## src/rtl/regfile_wb_arbiter.sv

```systemverilog
// regfile_wb_arbiter: arbitrates pipeline writeback and an MDU skid FIFO onto the regfile write port, with MDU scoreboard stall
// Optional feature macro REGFILE_BYPASS_EN: bypass outputs and pending-clear at the FIFO pop edge.
module regfile_wb_arbiter #(
    parameter int STARVE_LIMIT = 4,
    parameter int FIFO_DEPTH   = 2
) (
    input  logic        clock,
    input  logic        ctrl_reset,
    input  logic        pipe_we,
    input  logic [4:0]  pipe_reg,
    input  logic [31:0] pipe_data,
    input  logic        mdu_valid,
    output logic        mdu_ready,
    input  logic [4:0]  mdu_reg,
    input  logic [31:0] mdu_data,
    input  logic        issue_mdu,
    input  logic [4:0]  issue_reg,
    input  logic [4:0]  ctrl_readRegA,
    input  logic [4:0]  ctrl_readRegB,
    input  logic [4:0]  dec_dst,
    output logic        stall,
    output logic        pipe_hold,
    output logic        ctrl_writeEnable,
    output logic [4:0]  ctrl_writeReg,
    output logic [31:0] data_writeReg,
    output logic        err_sticky
`ifdef REGFILE_BYPASS_EN
    , output logic        bypass_hitA
    , output logic        bypass_hitB
    , output logic [31:0] bypass_data
`endif
);
    localparam int CW = $clog2(STARVE_LIMIT + 1);
    localparam logic [CW-1:0] LAST_WAIT = CW'(STARVE_LIMIT - 1);

    logic [1:0][4:0]  freg_q, freg_d;
    logic [1:0][31:0] fdata_q, fdata_d;
    logic [1:0]       count_q, count_d;
    logic [CW-1:0]    starve_q, starve_d;
    logic             hold_q, hold_d;
    logic             we_q, we_d;
    logic [4:0]       wreg_q, wreg_d;
    logic [31:0]      wdata_q, wdata_d;
    logic             err_q, err_d;
    logic [31:0]      pending_q, pending_d;
    logic             non_empty, push, pop, pipe_sel, slot, clr_en;
    logic [4:0]       head_reg, clr_reg;
    logic [31:0]      head_data;

    assign non_empty = count_q != 2'd0;
    assign mdu_ready = count_q != 2'(FIFO_DEPTH);
    assign push      = mdu_valid & mdu_ready;
    assign head_reg  = freg_q[0];
    assign head_data = fdata_q[0];
    assign pop       = non_empty & (hold_q | ~(pipe_we & |pipe_reg));
    assign pipe_sel  = pipe_we & |pipe_reg & ~(hold_q & non_empty);
    // push only happens with at most one entry left after the pop, so the write slot is 0 or 1
    assign slot      = count_q[0] & ~pop;

`ifdef REGFILE_BYPASS_EN
    assign clr_en  = pop;
    assign clr_reg = head_reg;
    assign bypass_hitA = we_q & (wreg_q == ctrl_readRegA);
    assign bypass_hitB = we_q & (wreg_q == ctrl_readRegB);
    assign bypass_data = wdata_q;
`else
    logic mdu_wb_q;
    assign clr_en  = mdu_wb_q;
    assign clr_reg = wreg_q;
    // remembers that the write now on the output registers came from the FIFO
    always_ff @(posedge clock) mdu_wb_q <= ctrl_reset ? 1'b0 : pop;
`endif

    assign stall = pending_q[ctrl_readRegA] | pending_q[ctrl_readRegB] | pending_q[dec_dst] | (issue_mdu & pending_q[issue_reg]);
    assign pipe_hold        = hold_q;
    assign ctrl_writeEnable = we_q;
    assign ctrl_writeReg    = wreg_q;
    assign data_writeReg    = wdata_q;
    assign err_sticky       = err_q;

    // skid FIFO: shift on pop, then place the new entry behind whatever remains
    always_comb begin
        freg_d  = freg_q;
        fdata_d = fdata_q;
        if (pop) begin
            freg_d[0]  = freg_q[1];
            fdata_d[0] = fdata_q[1];
        end
        if (push) begin
            freg_d[slot]  = mdu_reg;
            fdata_d[slot] = mdu_data;
        end
        count_d = count_q - {1'b0, pop} + {1'b0, push};
    end

    // write selection, starvation tracking and scoreboard next state
    always_comb begin
        we_d      = pipe_sel | (pop & |head_reg);
        wreg_d    = pipe_sel ? pipe_reg : head_reg;
        wdata_d   = pipe_sel ? pipe_data : head_data;
        err_d     = err_q | (hold_q & pipe_we);
        hold_d    = non_empty & ~pop & (starve_q == LAST_WAIT);
        starve_d  = (~non_empty | pop | hold_d) ? '0 : starve_q + 1'b1;
        pending_d = pending_q;
        if (clr_en) pending_d[clr_reg] = 1'b0;
        if (issue_mdu) pending_d[issue_reg] = 1'b1;
        pending_d[0] = 1'b0;
    end

    // state registers; reset also drops the write in flight and clears all bookkeeping
    always_ff @(posedge clock) begin
        if (ctrl_reset) begin
            freg_q    <= '0;
            fdata_q   <= '0;
            count_q   <= '0;
            starve_q  <= '0;
            hold_q    <= 1'b0;
            we_q      <= 1'b0;
            wreg_q    <= '0;
            wdata_q   <= '0;
            err_q     <= 1'b0;
            pending_q <= '0;
        end else begin
            freg_q    <= freg_d;
            fdata_q   <= fdata_d;
            count_q   <= count_d;
            starve_q  <= starve_d;
            hold_q    <= hold_d;
            we_q      <= we_d;
            wreg_q    <= wreg_d;
            wdata_q   <= wdata_d;
            err_q     <= err_d;
            pending_q <= pending_d;
        end
    end
endmodule

```

## config.mk

```make
export PLATFORM = sky130hd
export DESIGN_NAME = regfile_wb_arbiter
export DESIGN_NICKNAME = d
export VERILOG_FILES = /design/src/rtl/regfile_wb_arbiter.sv
export SDC_FILE = /design/constraint.sdc
export NUM_CORES = 1
export LEC_CHECK = 0
export ABC_AREA = 1
export BUFFER_PORTS_ARGS = -buffer_cell sky130_fd_sc_hd__buf_2
export CAP_MARGIN = 20
export CORE_ASPECT_RATIO = 1.75
export CORE_MARGIN = 1
export CORE_UTILIZATION = 52
export CTS_BUF_LIST = sky130_fd_sc_hd__clkbuf_4 sky130_fd_sc_hd__clkbuf_8
export DETAILED_ROUTE_END_ITERATION = 7
export PLACE_DENSITY = 0.79
export SETUP_SLACK_MARGIN = 0.4
export SLEW_MARGIN = 20
export SYNTH_ARGS = -nofsm -noshare
export SYNTH_HDL_FRONTEND = slang
export SYNTH_SLANG_ARGS = --single-unit
export TNS_END_PERCENT = 50
```

## constraint.sdc

```tcl
create_clock -name clock -period 1.8 [get_ports clock]
set_clock_uncertainty 0.15 [all_clocks]
set_input_delay 0.18 -clock clock [delete_from_list [all_inputs] [get_ports clock]]
set_output_delay 0.18 -clock clock [all_outputs]
set_load 0.05 [all_outputs]
```

==> impl_metrics.ini, run 1 <==
[run_status]
stop_stage = 5_1_grt
tool.error = [ERROR GRT-0232] Routing congestion too high. Check the congestion heatmap in the GUI.
status = stopped before the end

[synth]
synth_warnings = 0
synth-seq-cells = 151
synth_top_area_share = 0.417
yosysSeqAreaShare = 0.417
ys_types = 28
ys_top_cells_by_area = dfxtp_1 42%, nand2_1 14%, o21ai_0 10%
synthesis.area_um2 = 7250
synthCells = 1084
synth_area_leader_cell = dfxtp_1
syn-num-nets = 1187
yosys.area_share.simple = 0.265
synth-compound-area-share = 0.205
syn_area_per_cell_um2 = 6.69
synthMuxAreaShare = 0
synth_top_family_by_area = simple AND/OR/NAND/NOR gates
synth_xor_area_frac = 0.00121
synth_fa_ha_area_frac = 0.00690

[clock_tree]
cts_made_buffers = 17
htreeDepth = 4
cts_buffer_depth = 2
cts-root-buf = clkbuf_8
cts.sinks = 151

[sta]
worstEpCategory = top-level output
grt-worst-endpoint = stall

[floorplanning]
die_height_um = 158
rows = 56
die_w_um = 91.3
start_util = 0.536
design.portCount = 141

[placement]
placement.io_buffers = 140
hpwl_um = 14800
gp_congestion = 0.949

[global_route]
grt_max_degree = 38
track_usage = 0.640
grt_overflow = 10
-- timing repair --
item / CTS
endpoints found under the hold margin: 113
pin swaps: 103
endpoints found under the setup margin: 107
setup buffers: 19
gates resized for setup: 257
hold buffers: 75
gates cloned: 19
-- logic make-up after synthesis --
family / count (synthesis)
flip-flops: 151
AND/OR/NAND/NOR: 464
adder cells (fa/ha/maj): 4
AO/OA/AOI/OAI: 294
XOR/XNOR: 1
buffers and inverters: 170
-- layer usage --
layer,global-route usage,GRT overflow
met1,0.619,0
met2,0.900,4
met3,0.368,0
met4,0.706,6
met5,0.0362,0
-- through the flow --
stage	area (um^2)	TNS, ns	setup WS, ns	utilization	instances
after CTS	10900	-0.239	-0.239	0.807	1523
after detailed placement	8340	-1.65	-0.193	0.617	1378
after floorplan	7340	0	0.00854	-	1084
after global placement	8340	-0.498	-0.113	0.617	1378
-- synthesized netlist by cell type, drive strengths merged --
cell	instances
nand2	269
o21ai	181
dfxtp	151
a21oi	110
inv	107
nand3	92
nor2	89
buf	44
clkbuf	19
nor3	12
ha	4
a211oi	1
nand3b	1
nor4	1
o211ai	1
o41ai	1
xor2	1
==> run 2, diff against run 1 <==
--- a/config.mk
+++ b/config.mk
@@ -8,13 +8,10 @@
 export ABC_AREA = 1
 export BUFFER_PORTS_ARGS = -buffer_cell sky130_fd_sc_hd__buf_2
 export CAP_MARGIN = 20
-export CORE_ASPECT_RATIO = 1.75
 export CORE_MARGIN = 1
-export CORE_UTILIZATION = 52
-export CTS_BUF_LIST = sky130_fd_sc_hd__clkbuf_4 sky130_fd_sc_hd__clkbuf_8
+export CORE_UTILIZATION = 40
 export DETAILED_ROUTE_END_ITERATION = 7
-export PLACE_DENSITY = 0.79
-export SETUP_SLACK_MARGIN = 0.4
+export PLACE_DENSITY_LB_ADDON = 0.15
 export SLEW_MARGIN = 20
 export SYNTH_ARGS = -nofsm -noshare
 export SYNTH_HDL_FRONTEND = slang
==> constraint.sdc (replaced) <==
create_clock -name clock -period 2.3 [get_ports clock]
set_clock_uncertainty 0.15 [all_clocks]
set_input_delay 0.23 -clock clock [delete_from_list [all_inputs] [get_ports clock]]
set_output_delay 0.23 -clock clock [all_outputs]
set_load 0.05 [all_outputs]
==> impl_metrics.ini, run 2 <==
[power]
powerDensity_nw_per_um2 = 869
ir_drop_v = 0.000536
finalPower_mw = 8.23
p_leak_nw = 4.45

[synth]
ys_types = 28
synth_edf_count = 0
synthMuxAreaShare = 0
synth-seq-cells = 151
synth_top_area_share = 0.417
synth_common_cells = 268 x nand2_1, 151 x dfxtp_1, 150 x o21ai_0
synth_warnings = 0
yosysMostFrequentCell = nand2_1
synth_fa_ha_area_frac = 0.00690
synthCells = 1084
syn_area_per_cell_um2 = 6.69
synth_xor_area_frac = 0.00121
synthesis.area_um2 = 7250
yosysSeqAreaShare = 0.417
synth_area_leader_cell = dfxtp_1
synth_top_family_by_area = simple AND/OR/NAND/NOR gates
yosys.area_share.simple = 0.265
synth-compound-area-share = 0.205
syn-num-nets = 1187
synth_ff_type = dfxtp_1
synth-async-reset-ratio = 0
ys_top_cells_by_area = dfxtp_1 42%, nand2_1 14%, o21ai_0 10%

[final_layout]
finish.utilization = 0.542
fin_cells = 1515
layout-drive-gt1-share = 0.174
fillCellCount = 1732
n_antenna_cell = 0
final_cell_mix = 267 x nand2_1, 149 x o21ai_0, 146 x dfxtp_1
final_common_cell = nand2_1
nets = 1380
syn2layout_area_growth_pct = 30.5

[floorplanning]
start_util = 0.415
rows = 48
dieArea_um2 = 18700
core-area_um2 = 17500
design.portCount = 141
die_w_um = 137
die_height_um = 137

[clock_tree]
clkLatencyLatePin_ns = 0.42
clk_pin_slew_ns = 0.06
cts_buffer_depth = 2
cts_tree = built
htreeDepth = 4
cts-root-buf = clkbuf_16
cts_made_buffers = 17
cts.sinks = 151

[sta]
tightest_slew_ns = 0.731
finalCritPeriodShare = 0.921
slew_headroom = 0.512
setup_viol = 0
hold_violations = 0
fmax_mhz = 472
rsz0062_at_grt = false
finalCriticalPeriod_ns = 2.12
fin_setup_tns_ns = 0
fin_ws_ns = 0.182
drv_slew = 0

[flow_run]
cap_violations = 0

[placement]
placed_cells = 1410
hpwl_um = 14000
pre_cts_slack_ns = 0.283
placement.io_buffers = 140
gp_congestion = 0.904

[route]
vias = 7467
routed_wl_um = 20800
drcViolationCount = 0
vias_per_cell = 4.93
ant_nets = 0
wl_per_cell_um = 13.7
first_iter_violations = 420
dr.pass1.iters = 5

[global_route]
track_usage = 0.226
grt_pass1_wl_um = 33400
grt_max_degree = 76
antenna_found_initial = 1
grt_overflow = 0
grt_pass1_vias = 6822

[run_status]
status = complete, no violations

[critical_path]
crit_fanout = 5
required_ns = 1.92
crit_type = reg2out
arrival_ns = 1.74
startpoint_type = register
cp-end-kind = primary output

[hold_path]
hp-class = in2reg
[run 2: cell counts after synthesis]
Identical to the previous run, type by type.
[run 2: what timing repair did]
item                                    CTS  global route
buffers inserted                          0             0
endpoints found under the setup margin    1             1
hold buffers                             73             0
endpoints found under the hold margin   110             0
resized for setup                         2             8
[run 2: power by group]
| group | internal (mW) | switching (mW) | leakage, nW |
|---|---|---|---|
| combinational | 0.722 | 1.44 | 2.91 |
| clock | 1.74 | 1.18 | 0.303 |
| sequential | 3.01 | 0.151 | 1.24 |
| total | 5.47 | 2.76 | 4.45 |
[run 2: cell type report]
cell class	count	area, um^2	area share
Tap cell	225	282	0.0297
Multi-Input combinational cell	763	3480	0.368
Clock buffer	17	425	0.0449
Timing Repair Buffer	237	1660	0.175
Clock inverter	15	191	0.0202
Sequential cell	151	3030	0.320
Inverter	107	402	0.0424
[run 2: per-layer routing]
metal / part of all wire / wire length, um / GRT usage
met5: 0.00077 / 16 / 0
met4: 0.014 / 283 / 0.0698
met3: 0.049 / 1020 / 0.0489
met2: 0.49 / 10300 / 0.394
met1: 0.44 / 9190 / 0.275
[run 2: kinds of logic after synthesis]
group / after synthesis
adder cells (fa/ha/maj): 4
AO/OA/AOI/OAI: 294
AND/OR/NAND/NOR: 464
flip-flops: 151
XOR/XNOR: 1
buffers and inverters: 170
[run 2: through the flow]
step | hold WS, ns | cell area [um^2]
2_1_floorplan | 0.215 | 7250
3_3_place_gp | 0.260 | 8100
3_5_place_dp | 0.267 | 8100
4_1_cts | 0.0000836 | 9450
5_1_grt | 0.0252 | 9470
6_report | 0.0182 | 9470
[run 2: critical path, cell delays in order (launching register included)]
cell and delay (ns):
dfxtp_1 0.45, nand2_1 0.08, nand2_1 0.07, nand2_1 0.05
nand2_1 0.06, nand2_1 0.05, nand2_1 0.07, nor2_1 0.04
nand2_1 0.05, nand2_1 0.06, nand2_1 0.08, inv_1 0.04
nand2_1 0.07, buf_6 0.15
[run 2: worst paths after layout]
check	from	to	slack, ns	depth (start not counted)
max	pending_q[8]	stall	0.18	13
min	pipe_reg[2]	ctrl_writeReg[2]	0.02	3
max reg2reg	pipe_hold	count_q[1]	0.47	10
min reg2reg	starve_q[0]	starve_q[0]	0.28	1
No activity file was read; power rests on OpenSTA's default activity.
==> run 3, diff against run 2 <==
--- a/config.mk
+++ b/config.mk
@@ -10,6 +10,7 @@
 export CAP_MARGIN = 20
 export CORE_MARGIN = 1
 export CORE_UTILIZATION = 40
+export CTS_BUF_LIST = sky130_fd_sc_hd__clkbuf_4
 export DETAILED_ROUTE_END_ITERATION = 7
 export PLACE_DENSITY_LB_ADDON = 0.15
 export SLEW_MARGIN = 20
==> impl_metrics.ini, run 3 (synthesized netlist as in run 2, its figures left out) <==
[critical_path]
worst-path-buf-inv = 3
critPathMaxStageDelay_ns = 0.44
cp-end-kind = primary output
startpoint_type = register
path_common_cell = nand3_1
cpMaxStageDelayCell = dfxtp_1
crit_chain = inv_1, nand2_1, nand3_1, nand3_1, nand3_1, nand3_1, nand2_1, nand2_2, inv_1, nand2_1, buf_6
arrival_ns = 1.84
crit_fanout = 3
required_ns = 1.92
path_delay_family = simple AND/OR/NAND/NOR gates
crit_type = reg2out

[final_layout]
syn2layout_area_growth_pct = 29.5
nets = 1397
layout-drive-gt1-share = 0.189
final_common_cell = nand2_1
fillCellCount = 1754
ff_latch_area_um2 = 3060
finish.utilization = 0.537
multi_input_area_um2 = 3500
final_cell_mix = 262 x nand2_1, 149 x o21ai_0, 139 x buf_2

[clock_tree]
cts_tree = built
cts-root-buf = clkbuf_4
clkLatencyLatePin_ns = 0.54
cts.sinks = 151
cts_made_buffers = 17
clk_pin_slew_ns = 0.14
htreeDepth = 4
cts_buffer_depth = 2

[global_route]
met3_usage = 0.0500
grt.busiest_layer = met2
grt_max_degree = 76
use_met1 = 0.275
grt_use_met2 = 0.396
grt_pass1_vias = 6907
grt_overflow = 0
grt_pass1_wl_um = 33600
track_usage = 0.227
antenna_found_initial = 1

[floorplanning]
rows = 48
start_util = 0.415
dieArea_um2 = 18700
design.portCount = 141
die_w_um = 137
core-area_um2 = 17500
die_height_um = 137

[route]
ant_nets = 0
first_iter_violations = 444
dr.pass1.iters = 6
routed_wl_um = 20900
vias = 7526
wl_per_cell_um = 13.6
vias_per_cell = 4.91
drcViolationCount = 0

[sta]
finalCritPeriodShare = 0.964
finalCriticalPeriod_ns = 2.22
slew_headroom = 0.524
fmax_mhz = 451
hold_violations = 0
tightest_slew_ns = 0.714
setup_viol = 0
fin_ws_ns = 0.0836
drv_slew = 0
rsz0062_at_grt = true

[placement]
pre_cts_slack_ns = 0.283
hpwl_um = 14000
gp_congestion = 0.904
placement.io_buffers = 140

[flow_run]
cap_violations = 0

[power]
powerDensity_nw_per_um2 = 763
ir_drop_v = 0.000412
p_leak_nw = 4.43

[hold_path]
hp-class = in2reg

[run_status]
status = complete, no violations
[run 3: path summary, 6_finish.rpt]
check | cells past startpoint | end | from | slack, ns
hold / removal | 5 | pending_q[15] | issue_reg[4] | 0.05
setup / recovery | 11 | stall | pending_q[4] | 0.08
setup reg to reg | 8 | fdata_q[32] | count_q[0] | 0.18
hold reg to reg | 1 | starve_q[0] | starve_q[0] | 0.29
[run 3: power by group]
part | switching, mW | leakage, nW | internal [mW]
sequential | 0.152 | 1.25 | 3.00
clock | 1.04 | 0.172 | 0.785
combinational | 1.44 | 3.01 | 0.748
[run 3: final cells by class]
type,count,area share
Multi-Input combinational cell,763,0.373
Clock buffer,17,0.0136
Tap cell,225,0.0300
Antenna cell,1,0.000266
Inverter,107,0.0430
Sequential cell,151,0.326
Clock inverter,15,0.0204
Timing Repair Buffer,254,0.195
[run 3: tightest hold or removal path, cell delays in order]
cell and delay [ns]:
buf_2 0.14, nor3_1 0.09, buf_4 0.15, nand2_1 0.06
a21oi_1 0.05
[run 3: layer usage]
metal,vias up,wire length (um)
li1,3951,-
met5,-,0
met3,29,1050
met4,0,370
met1,3358,9210
met2,188,10300
[run 3: stage by stage]
step                std cells  hold slack, ns  cell area [um^2]  setup TNS [ns]  total power, mW
finish                   1533          0.0453              9390               0             7.16
global route             1533          0.0107              9390         -0.0954             7.65
CTS                      1532         0.00374              9350               0             7.23
detailed placement       1410           0.267              8100               0             5.27
global placement         1410           0.260              8100               0             5.25
floorplan                1084           0.215              7250               0             4.81
[run 3: repair_timing]
item | CTS | global route
pin swaps | 0 | 4
setup endpoints to repair | 1 | 6
resized for setup | 19 | 20
buffers inserted | 1 | 0
endpoints found under the hold margin | 131 | 0
hold buffers | 89 | 0
==> run 4, diff against run 3 <==
--- a/config.mk
+++ b/config.mk
@@ -8,10 +8,12 @@
 export ABC_AREA = 1
 export BUFFER_PORTS_ARGS = -buffer_cell sky130_fd_sc_hd__buf_2
 export CAP_MARGIN = 20
+export CORE_ASPECT_RATIO = 1.5
 export CORE_MARGIN = 1
 export CORE_UTILIZATION = 40
 export CTS_BUF_LIST = sky130_fd_sc_hd__clkbuf_4
 export DETAILED_ROUTE_END_ITERATION = 7
+export GPL_TIMING_DRIVEN = 1
 export PLACE_DENSITY_LB_ADDON = 0.15
 export SLEW_MARGIN = 20
 export SYNTH_ARGS = -nofsm -noshare
==> impl_metrics.ini, run 4 (synthesized netlist as in run 2, its figures left out) <==
[run_status]
status = finished, violations left
violations = design-rule violations

[sta]
hold_violations = 0
setup_viol = 0
tightest_slew_ns = 0.762
rsz0062_at_grt = true
finalCriticalPeriod_ns = 2.26
finalCritPeriodShare = 0.983
slew_headroom = 0.492
fmax_mhz = 442
drv_slew = 0

[clock_tree]
post-cts-setup-buffer-count = 0
cts_buffer_depth = 2
cts_tree = built
cts_made_buffers = 17
cts-root-buf = clkbuf_4
cts.sinks = 151
clkLatencyLatePin_ns = 0.53
clk_pin_slew_ns = 0.13
htreeDepth = 4

[floorplanning]
die_w_um = 112
die_height_um = 167
design.portCount = 141
rows = 60
core-area_um2 = 17900
dieArea_um2 = 18700
start_util = 0.406

[global_route]
grt_pass1_vias = 7291
track_usage = 0.243
grt_overflow = 0
grt_pass1_wl_um = 36100
antenna_found_initial = 1
grt_max_degree = 74

[route]
first_iter_violations = 473
drcViolationCount = 3
vias = 7708
dr.pass1.iters = 7
routed_wl_um = 22500
ant_nets = 0
wl_per_cell_um = 14.9
vias_per_cell = 5.08

[final_layout]
syn2layout_area_growth_pct = 27.9
finish.utilization = 0.519
multi_input_area_um2 = 3530
final_common_cell = nand2_1
nets = 1388
ff_latch_area_um2 = 3070
final_cell_mix = 256 x nand2_1, 149 x o21ai_0, 139 x buf_2
final_design_area_no_fill_um2 = 9280
layout-drive-gt1-share = 0.209
fillCellCount = 1876

[power]
finalPower_mw = 6.97
powerDensity_nw_per_um2 = 751
p_leak_nw = 4.35
ir_drop_v = 0.000509

[critical_path]
required_ns = 1.92
path_delay_family = buffers and inverters
worst-path-buf-inv = 4
reg2reg_depth = 7
crit_type = in2out
r2r-start = pipe_hold
cpMaxStageDelayCell = dlygate4sd3_1
cp-end-kind = primary output
startpoint_type = input port
path_common_cell = nand2_1
crit_chain = buf_2, dlygate4sd3_1, nor3_1, nand2_1, nand2_1, nor2_2, nand2_1, nand2_1, nand2_1, inv_1, nand2_1, buf_6
crit_fanout = 4
timing.rr.end = head_data[15]
critPathMaxStageDelay_ns = 0.58
arrival_ns = 1.88
r2r_slack_ns = 0.46

[placement]
gp_congestion = 1.06
placed_area_um2 = 8100
placement.io_buffers = 140
hpwl_um = 15900

[hold_path]
holdPathEnd = clr_en
hp-class = in2reg
worstHoldStart = ctrl_reset
holdPathStages = 5

[flow_run]
cap_violations = 0
==> run 4: how the worst max path moves through the flow <==
stage | startpoint | to | depth (start not counted)
2_1_floorplan | pipe_hold | count_q[1] | 11
3_3_place_gp | pipe_reg[1] | count_q[1] | 14
3_5_place_dp | pipe_reg[1] | count_q[1] | 14
4_1_cts | pending_q[12] | stall | 11
5_1_grt | pending_q[22] | stall | 11
6_report | issue_reg[2] | stall | 12
==> run 4: cell type report <==
type | instances | area share
antenna | 1 | 0.000270
clock buffer | 17 | 0.0138
clock inverter | 15 | 0.0163
inverter | 107 | 0.0438
multi-input combinational | 763 | 0.381
sequential | 151 | 0.331
tap | 217 | 0.0293
timing repair buffer | 245 | 0.185
==> run 4: metal layers <==
| layer | track usage | up-vias | share of wire |
|---|---|---|---|
| met5 | 0 | - | 0 |
| li1 | - | 3942 | - |
| met3 | 0.0397 | 47 | 0.036 |
| met4 | 0.107 | 0 | 0.034 |
| met2 | 0.467 | 201 | 0.54 |
| met1 | 0.256 | 3518 | 0.39 |
==> run 4: repair_timing <==
action                                  CTS  global route
pin swaps                                 0            10
gates cloned                              0             0
endpoints found under the hold margin   116             0
resized for setup                        12            57
hold buffers                             79             0
endpoints found under the setup margin    1             1
==> run 4: report_power, final <==
part / total (mW) / switching, mW / internal (mW)
logic: 2.20 / 1.47 / 0.730
registers: 3.15 / 0.150 / 3.00
clock network: 1.63 / 0.980 / 0.646
==> run 4: worst min-delay path: stages <==
cell     delay [ns]
buf_2          0.11
inv_2          0.05
buf_12         0.18
nand2_1        0.10
inv_1          0.03
==> run 4: metrics by stage <==
stage / std cells / TNS, ns / setup slack, ns / hold slack (ns)
floorplan: 1084 / 0 / 0.113 / 0.215
global placement: 1404 / 0 / 0.278 / 0.261
detailed placement: 1404 / 0 / 0.251 / 0.273
CTS: 1515 / 0 / 0.000379 / 0.00588
global route: 1516 / -0.0674 / -0.0674 / 0.0273
finish: 1516 / 0 / 0.0391 / 0.0627
